File: config.mk
export PLATFORM = sky130hd
export DESIGN_NAME = alu_rr_arbiter
export DESIGN_NICKNAME = d
export VERILOG_FILES = /design/src/rtl/alu_rr_arbiter.sv
export SDC_FILE = /design/constraint.sdc
export NUM_CORES = 1
export LEC_CHECK = 0
export CORE_MARGIN = 4
export CORE_UTILIZATION = 42
export DETAILED_ROUTE_END_ITERATION = 10
export GPL_TIMING_DRIVEN = 1
export PLACE_DENSITY_LB_ADDON = 0.05
export SLEW_MARGIN = 20
export SYNTH_ARGS = -nofsm -noshare
export SYNTH_HDL_FRONTEND = slang
export SYNTH_SLANG_ARGS = --single-unit
File: constraint.sdc
create_clock -name clk -period 12.2 [get_ports clk]
set_input_delay 3.66 -clock clk [delete_from_list [all_inputs] [get_ports clk]]
set_output_delay 3.66 -clock clk [all_outputs]
set_load 0.02 [all_outputs]
File: src/rtl/alu_rr_arbiter.sv
// ============================================================================
// alu_rr_arbiter: round-robin req/ack front end sharing one ALU between two ports
// Revision: 1.0
// ============================================================================
`default_nettype none

module alu_rr_arbiter #(
  parameter int N = 32
) (
  input  logic         clk,
  input  logic         rst,
  input  logic         req0,
  input  logic [2:0]   opc0,
  input  logic [N-1:0] a0,
  input  logic [N-1:0] b0,
  input  logic         req1,
  input  logic [2:0]   opc1,
  input  logic [N-1:0] a1,
  input  logic [N-1:0] b1,
  output logic         ack0,
  output logic         ack1,
  output logic [N-1:0] res,
  output logic         zero,
  output logic         neg,
  output logic         err,
  output logic         busy,
  output logic [2:0]   alu_opc,
  output logic [N-1:0] alu_a,
  output logic [N-1:0] alu_b,
  input  logic [N-1:0] alu_w,
  input  logic         alu_zero,
  input  logic         alu_neg
);

  typedef enum logic [1:0] {
    IDLE = 2'd0,
    EXEC = 2'd1,
    RESP = 2'd2
  } state_t;

  state_t         state_q;
  logic           prio_q;
  logic           gnt_q;
  logic [2:0]     opc_q;
  logic [N-1:0]   a_q;
  logic [N-1:0]   b_q;
  logic [N-1:0]   res_q;
  logic           zero_q;
  logic           neg_q;
  logic           err_q;
  logic           ack0_q;
  logic           ack1_q;
  logic           busy_q;

  logic           gnt_d;
  logic           illegal_w;

  // Port 1 wins when it is the only requester, or on a tie when it holds priority.
  assign gnt_d     = req1 & (~req0 | prio_q);
  assign illegal_w = (opc_q[2:1] == 2'b11);

  always_ff @(posedge clk or posedge rst) begin
    if (rst) begin
      state_q <= IDLE;
      prio_q  <= 1'b0;
      gnt_q   <= 1'b0;
      opc_q   <= '0;
      a_q     <= '0;
      b_q     <= '0;
      res_q   <= '0;
      zero_q  <= 1'b0;
      neg_q   <= 1'b0;
      err_q   <= 1'b0;
      ack0_q  <= 1'b0;
      ack1_q  <= 1'b0;
      busy_q  <= 1'b0;
    end else begin
      case (state_q)
        IDLE: begin
          if (req0 | req1) begin
            gnt_q   <= gnt_d;
            opc_q   <= gnt_d ? opc1 : opc0;
            a_q     <= gnt_d ? a1 : a0;
            b_q     <= gnt_d ? b1 : b0;
            busy_q  <= 1'b1;
            state_q <= EXEC;
          end
        end
        EXEC: begin
          // Illegal opcodes leave the ALU output floating, so it is never sampled.
          if (illegal_w) begin
            res_q  <= '0;
            zero_q <= 1'b1;
            neg_q  <= 1'b0;
            err_q  <= 1'b1;
          end else begin
            res_q  <= alu_w;
            zero_q <= alu_zero;
            neg_q  <= alu_neg;
            err_q  <= 1'b0;
          end
          ack0_q  <= ~gnt_q;
          ack1_q  <= gnt_q;
          state_q <= RESP;
        end
        RESP: begin
          ack0_q  <= 1'b0;
          ack1_q  <= 1'b0;
          prio_q  <= ~gnt_q;
          busy_q  <= 1'b0;
          state_q <= IDLE;
        end
        default: begin
          ack0_q  <= 1'b0;
          ack1_q  <= 1'b0;
          busy_q  <= 1'b0;
          state_q <= IDLE;
        end
      endcase
    end
  end

  assign ack0    = ack0_q;
  assign ack1    = ack1_q;
  assign res     = res_q;
  assign zero    = zero_q;
  assign neg     = neg_q;
  assign err     = err_q;
  assign busy    = busy_q;
  assign alu_opc = opc_q;
  assign alu_a   = a_q;
  assign alu_b   = b_q;

endmodule

`default_nettype wire

; ---- Word-level counts from Yosys, hierarchy flattened
; Index checks and enable logic that the tools add are counted.
[classes]
n_reduce_logical = 3
bitwise_logic = 6
muxes = 13
n_eq_ne = 4
[op_table]
columns = cell, count
row1 = $mux W32, 3
row2 = $pmux W1 S2, 3
row3 = $eq A2 B2 Y1 const B, 2
row4 = $mux W1, 4
row5 = $pmux W2 S2, 1
row6 = $reduce_and A2 Y1, 2
row7 = $mux W3, 1
row8 = $not A1 Y1, 3
row9 = $eq A2 B1 Y1 const B, 1
row10 = $logic_not A2 Y1, 1
row11 = $mux W2, 1
row12 = $ne A2 B2 Y1 const B, 1
row13 = $or A1 B1 Y1, 2
row14 = $and A1 B1 Y1, 1
[totals]
wordCells = 39
ff_bits = 109
out_inout_bits = 105
input_bits = 172

; ---- Logic depth before layout (Yosys ltp)
; Gate-level depths: netlist of run 1.
[logic_depth]
depth_word = 4
depth_mapped = 7

; ---- Worst setup path before layout of run 1
; OpenSTA, ideal clock, no wires.
[synth_timing]
path_type = in2reg
start = in req1
end = reg b_q[5] (netlist: alu_b[5])
cell_stages = 7
path_buffers = 4
arrival_ns = 4.557
slack_ns = 7.513
path_cell_list = buf_4 > or2_1 > buf_2 > buf_6 > buf_6 > a21oi_1 > a31oi_1
[synth_via]
elab_chain_cells = 2
word_cells_on_any_way = 4
classes_between = 1 x mux / 2 x bitwise / 1 x reduce/logical
[synth_rtl]
columns = item, line
row1 = start: declaration, 16  ; input logic req1,
row2 = $and A1 B1 Y1 / $or A1 B1 Y1 (equally long branches), "59, 80"
row3 = $mux W32 / $reduce_and A2 Y1 (equally long branches), -
row4 = end signal: assignment, 84  ; b_q <= gnt_d ? b1 : b0;
row5 = end: declaration, 46  ; logic [N-1:0] b_q;
; Parallel ways exist; a longest one is shown, timed or not.
; A chain may end at the register's enable or synchronous reset.

; ---- Worst setup path after layout of run 1
[layout_timing]
start = in req1
end = reg b_q[12] (netlist: alu_b[12])
; Same word-level chain as after synthesis.

==> results of run 1 <==
==> cell usage after synthesis <==
master    instances
or2_4             1
nand2b_2          1
buf_1             3
o21ai_0          68
a21oi_4           1
clkbuf_1         24
buf_6             7
clkbuf_4          2
inv_2             1
a31oi_1          67
buf_2            17
mux2i_1           2
dfrtp_1         109
nand3_1          67
inv_1             5
buf_4             5
o22ai_1           1
a22o_1           33
nor2_1            7
nand2b_1          2
nand2_1           1
a21oi_1          60
or2_1             1
and2b_1           1
o32ai_1           1
a21oi_2           8
nor2_4            1
==> power breakdown <==
part | switching, W | leakage [nW] | total, W | internal (W)
Sequential | 0.000109 | 1.28 | 0.000644 | 0.000535
Clock | 0.000134 | 0.152 | 0.000320 | 0.000186
Combinational | 0.000571 | 1.68 | 0.00105 | 0.000481
==> stage by stage <==
step	cells	utilization	instance area, um2	hold slack, ns	setup slack [ns]
floorplan	496	-	4960	0.454	5.67
global placement	864	0.666	7640	0.476	6.40
detailed placement	864	0.666	7640	0.483	6.35
CTS	880	0.695	7970	0.492	6.74
global route	880	0.695	7970	0.510	6.53
finish	880	0.695	7970	0.499	6.69
==> flip-flops by register name, summed over array words and instances (netlist names) <==
register  flops
alu_a        32
alu_b        32
res          32
alu_opc       3
state_q       2
ack0          1
ack1          1
busy          1
err           1
gnt_q         1
neg           1
prio_q        1
zero          1
==> worst max-delay path, stage by stage <==
cell,delay (ns)
buf_2,0.08
buf_4,0.57
nor2_1,0.18
nor2_4,0.47
buf_4,0.52
a31oi_1,0.17
==> logic make-up after synthesis <==
kind of cell	count (synthesis)	synth area share
AOI/OAI and AO/OA	239	0.292
DFF	109	0.550
muxes	2	0.00404
and+or+nand+nor	82	0.0848
buffers and inverters	64	0.0686
==> path summary, 6_finish.rpt <==
path	start	endpoint	depth (start not counted)
min	gnt_q	prio_q	1
max reg2reg	state_q[0]	alu_b[12]	4
min in group asynchronous	rst	res[24]	2
max in group asynchronous	rst	alu_b[1]	3
min reg2reg	gnt_q	prio_q	1
max	req1	alu_b[12]	6
==> routing by layer <==
layer,up-vias,wire length (um),global-route usage
met3,40,1910,0.0663
met1,2455,6660,0.326
met2,300,8650,0.421
met4,2,554,0.102
met5,-,20,0
li1,2325,-,-
==> cell type report <==
| cell class | instances | share of cell area |
|---|---|---|
| Inverter | 6 | 0.00314 |
| Sequential cell | 109 | 0.342 |
| Clock buffer | 11 | 0.0305 |
| Timing Repair Buffer | 283 | 0.353 |
| Tap cell | 143 | 0.0225 |
| Multi-Input combinational cell | 323 | 0.238 |
| Clock inverter | 5 | 0.0105 |
==> impl_metrics.py, run 1 <==
metrics = {
    "layout": {
        "multi_input_area_mm2": 0.00190,
        "layout_commonest_cell": "clkdlybuf4s50_1",
        "fin_nets": 904,
        "mostFrequentLayoutCells": "clkdlybuf4s50_1, dfrtp_1, o21ai_0",
        "layout-drive-gt1-share": 0.0543,
        "area_delta_synth_final_pct": 60.7,
        "diodes": 0,
        "seq_area_mm2": 0.00273,
        "fillers": 903,
    },
    "die": {
        "die_area_mm2": 0.0136,
        "core_mm2": 0.0115,
        "start_util": 0.432,
        "die_h_um": 117,
        "num_rows": 39,
        "die_w_um": 117,
        "ios": 277,
    },
    "sta": {
        "worstMarginPinSlew_ns": 1.11,
        "final.setup.tns_ns": 0,
        "setup_violations": 0,
        "period_minus_slack_ns": 5.51,
        "post-route-period-util": 0.451,
        "rsz0062_at_grt": "no",
        "fmax_mhz": 182,
        "clock_skew_ns": 0.00645,
        "maxSlewHeadroom": 0.261,
        "finalHoldViolations": 0,
        "drv_slew": 0,
    },
    "clocking": {
        "cts_root_buffer": "clkbuf_16",
        "cts_buffer_depth": 2,
        "cts_resized": 0,
        "cts_setup_buffers": 0,
        "cts_max_level": 3,
        "postCtsHoldBufs": 0,
        "cts.sinks": 109,
        "cts_made_buffers": 9,
        "cts_tree": "built",
        "clock_latency_ns": 0.34,
        "clk_pin_slew_ns": 0.07,
    },
    "detailed_routing": {
        "firstDrtPassIters": 6,
        "vias": 5122,
        "drt_iter0_drc": 777,
        "ant_nets": 0,
        "drcViolationCount": 0,
        "wl_um": 17800,
        "vias_per_cell": 5.82,
        "route.detailed.wl_per_inst_um": 20.2,
    },
    "setup_path": {
        "cp.required_ns": 12.39,
        "crit_type": "input pin to flip-flop",
        "reg2reg_slack_ns": 10.09,
        "crit_arrival_ns": 5.70,
        "cp-start-kind": "input pin",
        "cp_max_fo": 70,
        "worst_setup_path_end_kind": "flip-flop",
    },
    "logic_synthesis": {
        "synth_seq_cells": 109,
        "ys_warn_count": 0,
        "synth_top_area_frac": 0.550,
        "synth_area_leaders": "dfrtp_1, a31oi_1, o21ai_0",
        "yosys.area.top_type": "dfrtp_1",
        "syn_area_per_cell_um2": 10.0,
        "ys_seq_area_frac": 0.550,
        "syn-num-nets": 668,
        "syn_area_mm2": 0.00496,
        "synth_cells": 496,
        "yosysUniqueCellTypes": 27,
    },
    "global_route": {
        "grt_overflow_total": 0,
        "antenna_found_initial": 1,
        "grt_pass1_wl_um": 27400,
        "grt_usage": 0.257,
        "grt_max_degree": 78,
        "grt_pass1_vias": 5214,
    },
    "placement": {
        "place_congestion": 0.842,
        "hpwlAfterDp_um": 12000,
        "portBuffers": 276,
    },
    "power": {
        "finalPower_w": 0.00202,
        "p_per_area_mw_per_mm2": 253,
        "irDropWorstVdd_v": 0.000146,
        "leakage_nw": 3.11,
    },
    "outcome": {
        "status": "finished clean",
    },
    "run": {
        "cap_violations": 0,
    },
    "hold_path": {
        "hold_path_class": "flip-flop to flip-flop",
    },
}
Note: power is estimated with default switching activity, not from simulation.
==> run 2: changes to the inputs <==
- CORE_UTILIZATION: 42 -> 35
- clock period: 12.2 -> 4.9 ns (I/O delays scaled with it)
==> run 2 against run 1 <==
  * Critical path depth is 1 lower
  * Worst setup slack worse by 5.0 ns
  * Die area is 19% higher
  * Clock skew is 0.00051 ns higher
  * Routed wire length is 1.5% higher
  * Worst hold slack hardly changed
  * Sequential power is 150% higher
  * Highest routed layer is now met4
  * Sequential share of layout area is 0.14 points lower
  * Count of clock-buffer cells in the layout is 1 higher
  * Clock power is 130% higher
  * Cell area is 0.42% higher
  * Register-to-register slack worse by 7.4 ns
==> impl_metrics.py, run 2 (synthesis results as in run 1) <==
metrics = {
    "outcome": {
        "status": "finished clean",
    },
    "clocking": {
        "clock_latency_ns": 0.35,
        "cts.sinks": 109,
        "postCtsHoldBufs": 0,
        "cts_setup_buffers": 0,
        "cts_resized": 0,
        "clk_pin_slew_ns": 0.06,
        "cts_root_buffer": "clkbuf_16",
        "cts_made_buffers": 9,
        "cts_buffer_depth": 2,
        "cts_tree": "built",
        "cts_max_level": 3,
    },
    "setup_path": {
        "cp-start-kind": "input pin",
        "worstReg2RegStart": "state_q[0]",
        "slowest_stage": "clkdlybuf4s50_1",
        "worst_setup_path_end_kind": "flip-flop",
        "reg2reg_slack_ns": 2.73,
        "cpPeakStageDelay_ns": 0.54,
        "path_cells": "clkdlybuf4s50_1 > nor2_1 > nor2_4 > buf_4 > o32ai_1",
        "worstRegToRegCells": 4,
        "crit_arrival_ns": 3.37,
        "path_delay_family": "buffers and inverters",
        "cp_max_fo": 44,
        "cp.required_ns": 5.09,
        "r2r_end": "gnt_q",
        "crit_type": "input pin to flip-flop",
        "path_buf_inv": 2,
    },
    "layout": {
        "layout-drive-gt1-share": 0.0555,
        "fin_nets": 906,
        "area_delta_synth_final_pct": 61.4,
        "mostFrequentLayoutCells": "clkdlybuf4s50_1, dfrtp_1, o21ai_0",
        "diodes": 0,
        "fin_area_mm2": 0.00800,
        "layout_commonest_cell": "clkdlybuf4s50_1",
    },
    "power": {
        "finalPower_w": 0.00496,
        "leakage_nw": 3.11,
        "p_per_area_mw_per_mm2": 620,
        "irDropWorstVdd_v": 0.000237,
    },
    "die": {
        "die_w_um": 127,
        "start_util": 0.357,
        "core_mm2": 0.0139,
        "die_h_um": 127,
        "die_area_mm2": 0.0161,
        "ios": 277,
        "num_rows": 43,
    },
    "sta": {
        "setup_violations": 0,
        "drv_slew": 0,
        "worstMarginPinSlew_ns": 0.921,
        "period_minus_slack_ns": 3.18,
        "maxSlewHeadroom": 0.384,
        "rsz0062_at_grt": "no",
        "final.setup.tns_ns": 0,
        "post-route-period-util": 0.648,
        "fmax_mhz": 315,
        "finalHoldViolations": 0,
        "clock_skew_ns": 0.00696,
    },
    "hold_path": {
        "min_to": "err",
        "hp-start": "err",
        "hold_path_class": "flip-flop to flip-flop",
        "holdPathStages": 2,
    },
    "detailed_routing": {
        "vias": 5117,
        "drcViolationCount": 0,
        "ant_nets": 0,
        "firstDrtPassIters": 5,
        "drt_iter0_drc": 479,
        "wl_um": 18100,
        "route.detailed.wl_per_inst_um": 19.7,
        "vias_per_cell": 5.57,
    },
    "global_route": {
        "antenna_found_initial": 0,
        "grt_overflow_total": 0,
        "grt_max_degree": 72,
        "grt_pass1_wl_um": 28400,
        "grt_pass1_vias": 5184,
        "grt_usage": 0.220,
    },
    "placement": {
        "hpwlAfterDp_um": 12400,
        "portBuffers": 276,
        "place_congestion": 0.859,
        "placed_area_mm2": 0.00770,
    },
    "run": {
        "cap_violations": 0,
    },
}
[run 2: final cells by class]
type	count	area [um2]
clock buffer	12	246
fill	1233	5880
tap	180	225
sequential	109	2730
clock inverter	4	47.5
multi-input combinational	323	1900
inverter	6	26.3
timing repair buffer	285	2830
[run 2: worst max-delay path by stage]
stage	startpoint	to	slack, ns	cells past startpoint
floorplan	rst	ack0	0.56	1
global placement	req0	alu_a[3]	1.31	5
detailed placement	req0	alu_a[2]	1.19	5
CTS	req0	alu_a[5]	1.58	5
global route	req1	alu_a[30]	1.56	4
finish	req0	gnt_q	1.72	5
[run 2: tightest hold or removal path: cells and delay by family (launching register included)]
family        cells  cell delay [ns]
flops             1             0.34
simple gates      2             0.12
[run 2: metrics by stage]
| stage | setup WS (ns) | util | std cells | hold WS (ns) |
|---|---|---|---|---|
| after floorplan | 0.556 | - | 496 | 0.454 |
| after global placement | 1.31 | 0.555 | 903 | 0.478 |
| after detailed placement | 1.19 | 0.555 | 903 | 0.487 |
| after CTS | 1.58 | 0.576 | 919 | 0.504 |
| after global routing | 1.56 | 0.576 | 919 | 0.525 |
| final | 1.72 | 0.576 | 919 | 0.499 |
[run 2: where the power goes]
part           leakage (nW)  internal [W]  switching (W)
clock                 0.143      0.000409       0.000319
sequential             1.28       0.00133       0.000266
combinational          1.69       0.00120        0.00143
[run 2: metal layers]
metal  track usage  vias to the layer above  wire length, um
li1              -                     2333                -
met3        0.0585                       23             1630
met5             0                        -                0
met1         0.292                     2509             7400
met4        0.0707                        0              374
met2         0.352                      252             8660
==> run 3: changes to the inputs <==
- CORE_UTILIZATION: 35 -> 39
- clock period: 4.9 -> 3.1 ns (I/O delays scaled with it)
==> run 3 against run 2 <==
  * Sequential power increased by 57%
  * First-iteration DRC count decreased by 5.6%
  * Sequential cell count unchanged
  * Utilization increased by 8.8 points
  * Count of clock-buffer cells in the layout decreased by 3
  * Combinational power increased by 60%
  * Worst setup slack got worse by 1.0 ns
  * Worst hold slack about the same
  * Clock power increased by 62%
  * Register-to-register slack got worse by 1.4 ns
  * Critical path type is now flip-flop to output port
  * Largest power group unchanged
==> impl_metrics.py, run 3 (synthesis results as in run 1) <==
metrics = {
    "outcome": {
        "status": "finished clean",
    },
    "global_route": {
        "grt_overflow_total": 0,
        "antenna_found_initial": 0,
        "grt_max_degree": 110,
        "grt_pass1_vias": 5179,
        "grt_pass1_wl_um": 28000,
        "grt_usage": 0.240,
    },
    "setup_path": {
        "crit_arrival_ns": 1.45,
        "cp-start-kind": "flip-flop",
        "crit_type": "flip-flop to output port",
        "path_buf_inv": 1,
        "slowest_stage": "clkdlybuf4s50_1",
        "path_cells": "clkdlybuf4s50_1",
        "path_delay_family": "buffers and inverters",
        "cp_max_fo": 3,
        "worst_setup_path_end_kind": "output port",
        "cpPeakStageDelay_ns": 0.67,
        "cp.required_ns": 2.17,
    },
    "clocking": {
        "cts_setup_buffers": 0,
        "cts_buffer_depth": 2,
        "cts_max_level": 3,
        "cts_resized": 0,
        "postCtsHoldBufs": 0,
        "cts_tree": "built",
        "cts.sinks": 109,
        "clock_latency_ns": 0.35,
        "cts_made_buffers": 9,
        "cts_root_buffer": "clkbuf_16",
        "clk_pin_slew_ns": 0.07,
    },
    "layout": {
        "seq_area_mm2": 0.00273,
        "mostFrequentLayoutCells": "clkdlybuf4s50_1, dfrtp_1, o21ai_0",
        "layout_commonest_cell": "clkdlybuf4s50_1",
        "multi_input_area_mm2": 0.00190,
        "layout-drive-gt1-share": 0.0670,
        "fin_nets": 913,
        "area_delta_synth_final_pct": 63.7,
        "fin_area_mm2": 0.00812,
        "fillers": 1031,
        "diodes": 0,
    },
    "die": {
        "start_util": 0.406,
        "die_w_um": 121,
        "num_rows": 40,
        "die_h_um": 121,
        "core_mm2": 0.0122,
        "die_area_mm2": 0.0146,
        "ios": 277,
    },
    "run": {
        "cap_violations": 0,
    },
    "sta": {
        "worstMarginPinSlew_ns": 0.657,
        "clock_skew_ns": 0.00394,
        "post-route-period-util": 0.766,
        "fmax_mhz": 421,
        "finalHoldViolations": 0,
        "rsz0062_at_grt": "no",
        "final.setup.tns_ns": 0,
        "drv_slew": 0,
        "setup_violations": 0,
        "period_minus_slack_ns": 2.38,
        "maxSlewHeadroom": 0.561,
    },
    "power": {
        "irDropWorstVdd_v": 0.000510,
        "leakage_nw": 3.17,
        "p_per_area_mw_per_mm2": 977,
    },
    "detailed_routing": {
        "firstDrtPassIters": 5,
        "ant_nets": 0,
        "drcViolationCount": 0,
        "vias_per_cell": 5.59,
        "vias": 5111,
        "route.detailed.wl_per_inst_um": 19.5,
        "drt_iter0_drc": 452,
        "wl_um": 17800,
    },
    "placement": {
        "placed_area_mm2": 0.00782,
        "portBuffers": 276,
        "place_congestion": 0.824,
        "hpwlAfterDp_um": 12500,
    },
    "hold_path": {
        "hold_path_class": "flip-flop to flip-flop",
    },
}
## run 3: cell count changes in the layout (fill, tap and decap cells not counted), sizes merged
cell	change
inv	+1
buf	+7
clkbuf	-3
clkinvlp	+3
clkinv	-1
## run 3: worst min-delay path, cell delays in order (launching register included)
cell	delay [ns]
dfrtp_1	0.36
nand2_1	0.05
o21ai_0	0.05
## run 3: power by group
part / internal [W] / total [W] / switching, W
Clock: 0.000630 / 0.00118 / 0.000546
Combinational: 0.00197 / 0.00423 / 0.00226
Sequential: 0.00210 / 0.00252 / 0.000417
Total: 0.00471 / 0.00793 / 0.00322
## run 3: cell type report
class,count,share of cell area
inverter,6,0.00324
multi-input combinational,323,0.234
clock buffer,9,0.0277
clock inverter,7,0.00925
tap,168,0.0259
timing repair buffer,292,0.364
sequential,109,0.336
## run 3: stage by stage
stage | setup slack, ns | util | hold WS [ns] | total power (W) | cells
after floorplan | 0.855 | - | 0.454 | 0.00480 | 496
after global placement | 0.553 | 0.640 | 0.474 | 0.00673 | 898
after detailed placement | 0.502 | 0.640 | 0.486 | 0.00679 | 898
after CTS | 0.695 | 0.665 | 0.503 | 0.00799 | 914
after global routing | 0.664 | 0.665 | 0.520 | 0.00839 | 914
final | 0.725 | 0.665 | 0.499 | 0.00793 | 914
## run 3: worst paths after layout
kind                            start          to  slack (ns)  depth (start not counted)
setup / recovery           alu_opc[1]  alu_opc[1]        0.72                          1
hold / removal                 prio_q      prio_q        0.50                          2
setup reg to reg           state_q[0]   alu_b[12]        1.37                          4
hold reg to reg                prio_q      prio_q        0.50                          2
max in group asynchronous         rst   alu_a[26]        1.55                          3
min in group asynchronous         rst      res[7]        1.11                          3
## run 3: per-layer routing
metal	routed length [um]	vias to the layer above	track usage
met3	1440	18	0.0645
met1	7050	2508	0.299
li1	-	2346	-
met5	0	-	0
met2	9010	239	0.410
met4	286	0	0.0708
==> RTL edit 1 (config.mk and constraints of run 2) <==
Make the reset (`rst`) synchronous in one clocked block.
--- a/src/rtl/alu_rr_arbiter.sv
+++ b/src/rtl/alu_rr_arbiter.sv
@@ -61,3 +61,3 @@
 
-  always_ff @(posedge clk or posedge rst) begin
+  always_ff @(posedge clk) begin
     if (rst) begin
Check against the original RTL: differs if rst is asserted again (counterexample within 4 cycles, from zero or initial values and one cycle with rst high); with rst held inactive, the same outputs for 10 cycles.
==> RTL edit 1 against run 2 <==
Register-to-register slack got worse by 0.81 ns. Non-clock buffer count up 1. Routed wire length is 1.1% higher. Clock skew up 0.0055 ns. Setup slack worse by 0.23 ns. Final area is 0.63% lower. Via count increased by 6.7%. Area after synthesis down 0.83%. Sequential cell count stayed put. Final cell count is 7.4% higher. Count of clock-buffer cells in the layout is 2 lower. Worst hold slack worse by 0.047 ns. Maximum frequency decreased by 6.7%. Critical endpoint is now alu_a[8]$_SDFFE_PP0P_.
Power is not compared: it rests on default switching activity, and its combinational part moved more than twofold at a synthesized area within 25%.
==> RTL edit 1: results <==
drt:
  wl_mm: 18.26
  dr_wl_met2_mm: 8.718
  dr_wl_met3_mm: 1.607
  first_iter_violations: 394
  drt-met1-wl_mm: 7.422
  via_per_inst: 5.531
pwr:
  ir_worst_vdd_v: 0.0001678
  p_leak_nw: 2.663
worst_setup_path:
  cp_max_fo: 42
  r2r_start: "state_q[0]$_SDFFE_PP0P_"
  cp_data_arrival_time_ns: 3.61
  slowest_stage: "and2_2"
  cpPeakStageDelay_ns: 0.77
sta:
  tightest_slew_ns: 1.007
  skew_ns: 0.01247
place:
  dpl.hpwl_mm: 12.20
  gp_congestion: 0.8255
  portBuffers: 276
logic_synthesis:
  synth_cell_types: 26
  synth_area_leaders: "dfxtp_1 44%, a21oi_1 10%, nand3_1 10%, a311oi_2 9.2%, a311oi_1 6.8%"
  synth_compound_area_share_pct: 33.87
  async_reset_ff_share_pct: 0
  synth_xor_area_share_pct: 0
  synth.area.mux_share_pct: 0.2036
  yosysSeqAreaShare_pct: 44.38
  ys.warnings.count: 0
  synthesis.nets: 755
  synthTopCellsByCount: "109 x dfxtp_1, 103 x a21oi_1, 101 x nand3_1"
cts:
  h-tree-depth: 3
  root_buffer: "clkbuf_16"
global_routing:
  track_usage_pct: 22.07
  grtUsageMet3_pct: 6.947
  grt_pass1_vias: 5576
  use_met2_pct: 36.83
  grt_pass1_wl_mm: 29.17
  grtUsageMet1_pct: 26.67
worst_hold_path:
  hp-start: "res[1]$_SDFFE_PP0N_"
  hold_class: "register to register"
finish:
  area_growth_pct: 61.70
  fin_nets: 975
  fillers: 1263
  diodes: 0
  drive_above_1_share_pct: 8.178
  regArea_um2: 2182
status:
  status: "finished, final reports clean"
==> RTL edit 1: cell count changes in the layout (fill, tap and decap cells not counted), sizes merged, moves of 33 or more <==
cell / before / now
dfrtp: 109 / 0
dfxtp: 0 / 109
a311oi: 0 / 68
a31oi: 67 / 0
nand2: 1 / 36
a21oi: 69 / 103
nand3: 67 / 101
a22o: 33 / 0
==> RTL edit 1: report_power, final <==
group | switching (mW) | internal, mW | leakage (nW)
Combinational | 0.382 | 0.363 | 1.62
Sequential | 0.0501 | 0.974 | 0.900
Clock | 0.329 | 0.396 | 0.139
Total | 0.761 | 1.73 | 2.66
==> RTL edit 1: final cells by class <==
| type | count | share of cell area, % |
|---|---|---|
| multi-input cells | 394 | 30.35 |
| well taps | 180 | 2.832 |
| repair buffers | 286 | 35.59 |
| inverters | 3 | 0.1416 |
| clock buffers | 10 | 2.880 |
| clock inverters | 5 | 0.7553 |
| flip-flops and latches | 109 | 27.44 |
==> RTL edit 1: worst paths after layout <==
path | slack (ns) | cells past startpoint | end
setup / recovery | 1.50 | 5 | alu_a[8]$_SDFFE_PP0P_
hold / removal | 0.45 | 2 | res[1]$_SDFFE_PP0N_
setup reg to reg | 1.92 | 5 | alu_a[8]$_SDFFE_PP0P_
hold reg to reg | 0.45 | 2 | res[1]$_SDFFE_PP0N_
==> RTL edit 1: per-stage QoR <==
step	setup WS (ns)	area, um2	hold WS (ns)	utilization (%)	instances
after CTS	1.533	7951	0.4536	57.51	987
after global routing	1.352	7951	0.4728	57.51	987
final	1.496	7951	0.4518	57.51	987
after global placement	1.210	7657	0.4379	55.38	972
after floorplan	2.177	4917	0.4561	-	583
after detailed placement	1.159	7662	0.4431	55.42	972
==> RTL edit 2 (settings of run 2) <==
Made on the original files. Change the parameter `N` from 32 to 16.
--- a/src/rtl/alu_rr_arbiter.sv
+++ b/src/rtl/alu_rr_arbiter.sv
@@ -7,3 +7,3 @@
 module alu_rr_arbiter #(
-  parameter int N = 32
+  parameter int N = 16
 ) (
Ports: changed (8 resized); port bits go from 277 to 149. The function was not compared with the original's and may differ.
==> RTL edit 2 against run 2 <==
Setup slack lost 0.33 ns. Combinational power shrank 44%. Final cell count shrank 44%. Count of clock-buffer cells in the layout shrank 2. Final area shrank 44%. Area after synthesis shrank 44%. Maximum frequency shrank 9.3%. Total power shrank 43%. Largest cell class is now sequential cells. Sequential cell count shrank 48. Routed wire length shrank 51%.
==> RTL edit 2: results <==
cts:
  clock_latency_ns: 0.33
  clk_pin_slew_ns: 0.07
  cts_setup_buffers: 0
  root_buffer: "clkbuf_8"
global_routing:
  grtUsageMet1_pct: 24.16
  grt_max_degree: 41
  track_usage_pct: 18.68
  grtUsageMet3_pct: 6.174
  grt_pass1_vias: 2816
  grt_pass1_wl_mm: 14.36
logic_synthesis:
  synth.area.mux_share_pct: 0.7152
  synthesis.nets: 365
  synth_top_family_by_area: "compound AO/OA/AOI/OAI gates"
  synth_area_leaders: "dfrtp_1 55%, o21ai_0 6.6%, a21oi_1 6.4%, nand3_1 6.4%, a31oi_1 5.4%"
  synth_compound_area_share_pct: 29.50
  synth_cell_types: 22
  synthTopCellsByCount: "61 x dfrtp_1, 37 x o21ai_0, 36 x a21oi_1, 36 x nand3_1, 24 x a31oi_1"
  yosysSeqAreaShare_pct: 54.54
worst_setup_path:
  cp_data_arrival_time_ns: 3.68
  cpPeakStageDelay_ns: 0.97
  cp_max_fo: 35
drt:
  first_iter_violations: 82
  via_count: 2715
  wl_per_cell_um: 17.05
finish:
  fillers: 691
  drive_above_1_share_pct: 8.232
  fin_nets: 500
pwr:
  ir_worst_vdd_v: 0.0002468
  p_leak_nw: 1.754
  p_sw_share_pct: 39.98
place:
  portBuffers: 148
  dpl.hpwl_mm: 5.808
  gp_congestion: 0.7362
sta:
  relSlewSlack_pct: 29.13
status:
  status: "finished, final reports clean"
RTL edit 2: layout make-up:
class | instances | area (um2) | share of cell area (%)
inverters | 6 | 22.52 | 0.5000
clock inverters | 6 | 87.58 | 1.944
multi-input cells | 178 | 1101 | 24.44
clock buffers | 10 | 127.6 | 2.833
well taps | 102 | 127.6 | 2.833
flip-flops and latches | 61 | 1526 | 33.89
repair buffers | 152 | 1511 | 33.56
RTL edit 2: path summary, 6_finish.rpt:
path | from | endpoint | slack, ns | cells after the start
max in group asynchronous | rst | err$_DFFE_PP0N_ | 2.45 | 3
min in group asynchronous | rst | alu_a[5]$_DFFE_PP0P_ | 1.63 | 2
worst min-delay path | busy$_DFFE_PP0P_ | busy$_DFFE_PP0P_ | 0.49 | 1
worst max register to register | state_q[0]$_DFFE_PP0P_ | alu_b[7]$_DFFE_PP0P_ | 2.71 | 3
worst max-delay path | req1 | alu_b[13]$_DFFE_PP0P_ | 1.40 | 4
worst min register to register | busy$_DFFE_PP0P_ | busy$_DFFE_PP0P_ | 0.49 | 1
RTL edit 2: stage by stage:
stage               instance area (um2)  setup WS [ns]  instances
floorplan                          2799          1.917        273
global placement                   4289          1.131        499
detailed placement                 4289          1.099        499
CTS                                4504          1.434        515
global route                       4504          1.152        515
finish                             4504          1.397        515
RTL edit 2: power by group through the flow:
stage / clock [mW] / sequential [mW] / combinational [mW]
after floorplan: 0 / 1.16 / 0.594
after global placement: 0 / 0.897 / 1.48
after detailed placement: 0 / 0.900 / 1.49
after CTS: 0.501 / 0.895 / 1.50
after global routing: 0.528 / 0.928 / 1.59
final: 0.487 / 0.894 / 1.47
RTL edit 2: routing by layer:
metal,vias to the layer above,wire length (um)
met2,110,4111
met5,-,0
li1,1286,-
met1,1307,3829
met3,12,696
met4,0,146
